[src/rtl/div_int_issue.sv]
// Issue/retire stage in front of div_int: accepts one divide request, launches div_int,
// and presents quotient/remainder/tag through a valid/ready result register.
module div_int_issue #(
  parameter int DATA_WIDTH = 32,
  parameter int TAG_WIDTH  = 4
) (
  input  logic                  clock,
  input  logic                  reset,
  input  logic                  in_valid,
  output logic                  in_ready,
  input  logic                  in_opcode,
  input  logic [DATA_WIDTH-1:0] in_dividend,
  input  logic [DATA_WIDTH-1:0] in_divisor,
  input  logic [TAG_WIDTH-1:0]  in_tag,
  output logic                  div_en,
  output logic                  div_opcode,
  output logic [DATA_WIDTH-1:0] div_dividend,
  output logic [DATA_WIDTH-1:0] div_divisor,
  input  logic                  div_valid_out,
  input  logic [DATA_WIDTH-1:0] div_quotient,
  input  logic [DATA_WIDTH-1:0] div_remainder,
  output logic                  out_valid,
  input  logic                  out_ready,
  output logic [DATA_WIDTH-1:0] out_quotient,
  output logic [DATA_WIDTH-1:0] out_remainder,
  output logic [TAG_WIDTH-1:0]  out_tag
);

  typedef enum logic [1:0] {
    IDLE  = 2'd0,
    ISSUE = 2'd1,
    WAIT  = 2'd2,
    DONE  = 2'd3
  } state_t;

  state_t                r_state;
  logic                  r_opcode;
  logic [DATA_WIDTH-1:0] r_dividend;
  logic [DATA_WIDTH-1:0] r_divisor;
  logic [DATA_WIDTH-1:0] r_quotient;
  logic [DATA_WIDTH-1:0] r_remainder;
  logic [TAG_WIDTH-1:0]  r_tag;
  logic                  r_div_en;
  logic                  r_out_valid;

  logic                  w_accept;
  logic                  w_zero;
  logic                  w_ovf;
  logic [DATA_WIDTH-1:0] w_min_neg;

  assign w_min_neg = {1'b1, {(DATA_WIDTH-1){1'b0}}};

  // Retiring a held result and accepting the next request may share one edge.
  assign in_ready = (r_state == IDLE) || ((r_state == DONE) && out_ready);
  assign w_accept = in_valid && in_ready;
  assign w_zero   = (in_divisor == '0);
  assign w_ovf    = in_opcode && (in_dividend == w_min_neg) && (in_divisor == {DATA_WIDTH{1'b1}});

  always_ff @(posedge clock or negedge reset) begin
    if (!reset) begin
      r_state     <= IDLE;
      r_opcode    <= 1'b0;
      r_dividend  <= '0;
      r_divisor   <= '0;
      r_quotient  <= '0;
      r_remainder <= '0;
      r_tag       <= '0;
      r_div_en    <= 1'b0;
      r_out_valid <= 1'b0;
    end else begin
      r_div_en <= 1'b0;
      case (r_state)
        IDLE, DONE: begin
          if (w_accept) begin
            r_opcode   <= in_opcode;
            r_dividend <= in_dividend;
            r_divisor  <= in_divisor;
            r_tag      <= in_tag;
            if (w_zero) begin
              r_quotient  <= '1;
              r_remainder <= in_dividend;
              r_out_valid <= 1'b1;
              r_state     <= DONE;
            end else if (w_ovf) begin
              r_quotient  <= in_dividend;
              r_remainder <= '0;
              r_out_valid <= 1'b1;
              r_state     <= DONE;
            end else begin
              r_div_en    <= 1'b1;
              r_out_valid <= 1'b0;
              r_state     <= ISSUE;
            end
          end else if ((r_state == DONE) && out_ready) begin
            r_out_valid <= 1'b0;
            r_state     <= IDLE;
          end
        end
        ISSUE: r_state <= WAIT;
        WAIT: begin
          // Pulses arriving in any other state are deliberately ignored.
          if (div_valid_out) begin
            r_quotient  <= div_quotient;
            r_remainder <= div_remainder;
            r_out_valid <= 1'b1;
            r_state     <= DONE;
          end
        end
        default: r_state <= IDLE;
      endcase
    end
  end

  assign div_en        = r_div_en;
  assign div_opcode    = r_opcode;
  assign div_dividend  = r_dividend;
  assign div_divisor   = r_divisor;
  assign out_valid     = r_out_valid;
  assign out_quotient  = r_quotient;
  assign out_remainder = r_remainder;
  assign out_tag       = r_tag;

endmodule

[config.mk]
export PLATFORM = sky130hd
export DESIGN_NAME = div_int_issue
export DESIGN_NICKNAME = d
export VERILOG_FILES = /design/src/rtl/div_int_issue.sv
export SDC_FILE = /design/constraint.sdc
export NUM_CORES = 1
export LEC_CHECK = 0
export CORE_AREA = 2 2 121 181
export CTS_CLUSTER_DIAMETER = 40
export DETAILED_ROUTE_END_ITERATION = 12
export DIE_AREA = 0 0 123 183
export DONT_BUFFER_PORTS = 1
export PLACE_DENSITY_LB_ADDON = 0.1
export SYNTH_ARGS = -nofsm -noshare
export SYNTH_HDL_FRONTEND = slang
export SYNTH_SLANG_ARGS = --single-unit
[constraint.sdc]
create_clock -name clock -period 2.68 [get_ports clock]
set_input_delay 0.402 -clock clock [delete_from_list [all_inputs] [get_ports clock]]
set_output_delay 0.402 -clock clock [all_outputs]
set_load 0.02 [all_outputs]
==> impl_summary.md <==
Setup path
The worst register-to-register path has a setup slack of 0.29 ns. Broken down by cell family, the worst path's largest delay share belongs to compound AO/OA/AOI/OAI gates. The element type at the critical path end is a register.

Along the worst path, the maximum fanout reaches 33. The most critical setup path has its endpoint at out_remainder[1]$_DFFE_PN0P_. The destination of the worst register-to-register timing path is out_remainder[1]$_DFFE_PN0P_. The critical path contains buffers and inverters numbering 2 combined. The most critical setup path has its startpoint at r_state[0]$_DFFE_PN0P_. The cell at the slowest stage of the critical path is dfrtp_1.

For this run, the slowest stage of the critical path takes 0.37 ns. The cell count of the worst reg-to-reg path is 9. The critical path goes through inv_1 > ha_1 > a21o_1 > nand2_1 > nor2_1 > o2111ai_1 > a21boi_4 > buf_12 > mux2_1. For the worst setup path, the data arrival time is 2.69 ns.

The critical path depth in cells is 9. The worst register-to-register path begins at r_state[0]$_DFFE_PN0P_. The critical path class is register to register. The data required time at the worst endpoint is 2.98 ns. The worst setup path is launched from a register.

GRT
Entering global routing, the biggest net connects 138 pins. After global routing the overflow that remains totals 0. The initial antenna violation count is 0.

The first global-routing pass estimated 27,700 µm of wire. The via count of the first global-routing pass is 4,284. The global-route usage over all layers is 16.9%.

Drt
For this block, the via count after detailed routing is 3,938. After detailed routing, the number of remaining DRC violations is 0. The number of nets still failing antenna checks after routing is 0. The final layout contains routed wiring with a total length of 19,200 µm.

Dividing the detail-routed via count by the number of cells gives 5.26. The number of violations reported at the end of detailed-routing iteration 0 is 183. The final routed wire length divided by cell count is 25.7 µm. The number of detailed-routing iterations run before antenna repair is 4.

CTS
The clock tree from TritonCTS is built. The count of clock tree sinks is 137. The clock root buffer is clkbuf_16. The number of gates resized after CTS was 0. Counting the buffers created by CTS gives 17. At the later pin of the worst-skew pair, clock insertion delay measures 0.42 ns. The number of buffers between clock root and the deepest sink is 2. The clock-pin slew on the worst setup and hold paths is 0.06 ns. The clock tree synthesis step divided the H-tree into 4 levels. The number of buffers added for setup after CTS is 0.

STA
The worst-case hold slack is -0.325 ns. Headroom to the max-slew limit came out at 61.3%. The worst clock skew on the final layout is 0.00856 ns. The post-route fraction of the period consumed by the critical path is 89.1%. Based on the critical path, the design can be clocked at up to 419 MHz.

The worst path meets setup with 0.292 ns of slack. The count of pins over their slew limit was 0. The smallest clock period supported by the final layout is computed as 2.39 ns. Setup violations remaining at the end of the flow were counted as 0. Setup repair after global routing left no endpoint under its margin. The number of hold violations in the final report is 137. The setup total negative slack is 0 ns. At the pin with the least slew margin, the transition time is 0.573 ns.

Logic synthesis
The biggest area consumer among synthesized cells is dfrtp_1. The commonest register cell after synthesis is dfrtp_1. Yosys instantiated no cell more often than dfrtp_1. Synthesis inferred 137 register bits.

The number of nets in the synthesized netlist is 603. The multiplexer fraction of the synthesized cell area is 25.4%. The cell area that synthesis handed to floorplanning was 0.00616 mm². Of the total synthesized cell area, the portion taken by XOR and XNOR cells is 0%. The sequential element share of the synthesized area is 55.6%. The adder and majority gate portion of the synthesized area is 0.609%. Summing the areas of all compound-gate instances in the mapped netlist gives 9.05% of the synthesized area. After synthesis, the largest area contributor takes up 55.6% of total cell area.

The count of synthesis-stage warnings from yosys is 0. The simple-gate share of the synthesized area is 4.97%. The gate count after technology mapping is 462.

The largest family of logic cells by synthesized area is multiplexers. In the post-synthesis netlist, the biggest area contributors are dfrtp_1 56%, mux2_2 13%, mux2_4 6.8%. The commonest cells after synthesis are 137 x dfrtp_1, 69 x mux2_2, 34 x inv_1. The fraction of registers with async set/reset is 100%. Yosys mapped a number of flops with a built-in enable equal to 0. The mean area per synthesized cell is 13.3 µm².

The number of unique standard cell types used by synthesis is 37.

Floorplanning
The site row count is 65. The floorplan step set the die width to 123 µm. 274 I/O pins were placed. In this run the vertical extent of the chip is 183 µm. The area of the core is 0.0210 mm². The die covers 0.0225 mm².

The effective utilization at floorplan is 29.4%.

Power
The worst-case IR drop observed on VDD is 0.539 mV. Overall power consumption after layout is estimated at 10.3 mW. The total power divided by cell area is 1460 mW/mm². The static leakage is 3.36 nW.

Flow run
Across the run, the number of max-cap violations was 0.

Place
Once detailed placement completed, the half-perimeter wirelength came to 13,800 µm. The number of instances in the placed design is 716. The number of port buffers is 0. Prior to clock tree synthesis, the placed netlist has a worst setup slack of 0.0329 ns. The placer's final routability congestion estimate is 0.768.

Cells and area
The net count of the finished layout is 608. The finished layout holds 748 standard cells, fillers aside. The number of antenna diodes in the final layout is 0. Of the cells placed in the final design, the portion with a size suffix greater than 1 is 30.4%. Relative to the synthesized area, the layout overhead comes to 15.0%.

Status
The run finished, with violations left. The final reports fail on negative hold slack.

Worst hold path
In this run the worst hold path is classified as input port to async pin.
-- per-stage QoR --
step           cell area (µm²)  util [%]
2_1_floorplan             6160         -
3_3_place_gp              6540      31.1
3_5_place_dp              6540      31.1
4_1_cts                   7090      33.8
5_1_grt                   7090      33.8
6_report                  7090      33.8
-- layout by cell type, fill, tap and decap left out, types with 3 or more instances in the layout --
master	instances
clkbuf_8	3
mux2_1	4
mux2i_1	32
nor4_1	12
nor2_1	6
mux2_4	28
nand4_1	10
mux2_2	69
clkinvlp_4	3
nand2_1	7
dfrtp_1	137
clkbuf_16	17
buf_4	11
clkbuf_1	5
a22o_1	33
a21o_1	3
clkinv_2	3
inv_1	34
buf_12	3
o22ai_1	32
-- area by class of cell --
type | instances | area, µm²
multi-input combinational | 262 | 2500
inverter | 35 | 131
clock inverter | 7 | 67.6
sequential | 137 | 3430
tap | 268 | 335
timing repair buffer | 14 | 143
clock buffer | 25 | 485
fill | 2092 | 13900
-- sequential cells by signal, indices dropped and copies added (netlist names) --
signal         count
r_state            2
div_dividend      32
out_remainder     32
div_opcode         1
div_divisor       32
div_en             1
out_quotient      32
out_valid          1
out_tag            4
-- routing by layer --
metal  track usage, %  vias to the layer above  wire (µm)
li1                 -                     1727          -
met1             18.1                     1994       6860
met2             29.1                      188      10100
met3             6.47                       29       1660
met4             7.50                        0        549
met5                0                        -          0
-- power by group --
group,leakage (nW),switching [mW],internal [mW]
Clock,0.263,0.908,1.35
Sequential,1.65,1.97,3.06
Combinational,1.45,1.37,1.68
Total,3.36,4.25,6.08
-- kinds of logic (layout without fill, tap and decap cells) --
group | Yosys count | in the layout
DFF | 137 | 137
muxes | 133 | 133
AOI/OAI and AO/OA | 75 | 75
buffers and inverters | 63 | 81
and+or+nand+nor | 51 | 51
adders and majority gates | 3 | 3
-- how the worst min path moves through the flow --
stage          start                           end  slack, ns
2_1_floorplan  reset   div_dividend[0]$_DFFE_PN0P_       0.11
3_3_place_gp   reset  out_quotient[13]$_DFFE_PN0P_       0.11
3_5_place_dp   reset  out_quotient[18]$_DFFE_PN0P_       0.11
4_1_cts        reset        out_tag[2]$_DFFE_PN0P_      -0.36
5_1_grt        reset        out_tag[2]$_DFFE_PN0P_      -0.35
6_report       reset        out_tag[2]$_DFFE_PN0P_      -0.32
-- worst reg2reg max path, stage by stage (launching register included) --
cell and delay (ns):
dfrtp_1 0.37, inv_1 0.07, ha_1 0.21, a21o_1 0.26, nand2_1 0.13, nor2_1 0.09, o2111ai_1 0.22, a21boi_4 0.28
buf_12 0.28, mux2_1 0.36
Note: power is estimated with default switching activity, not from simulation.
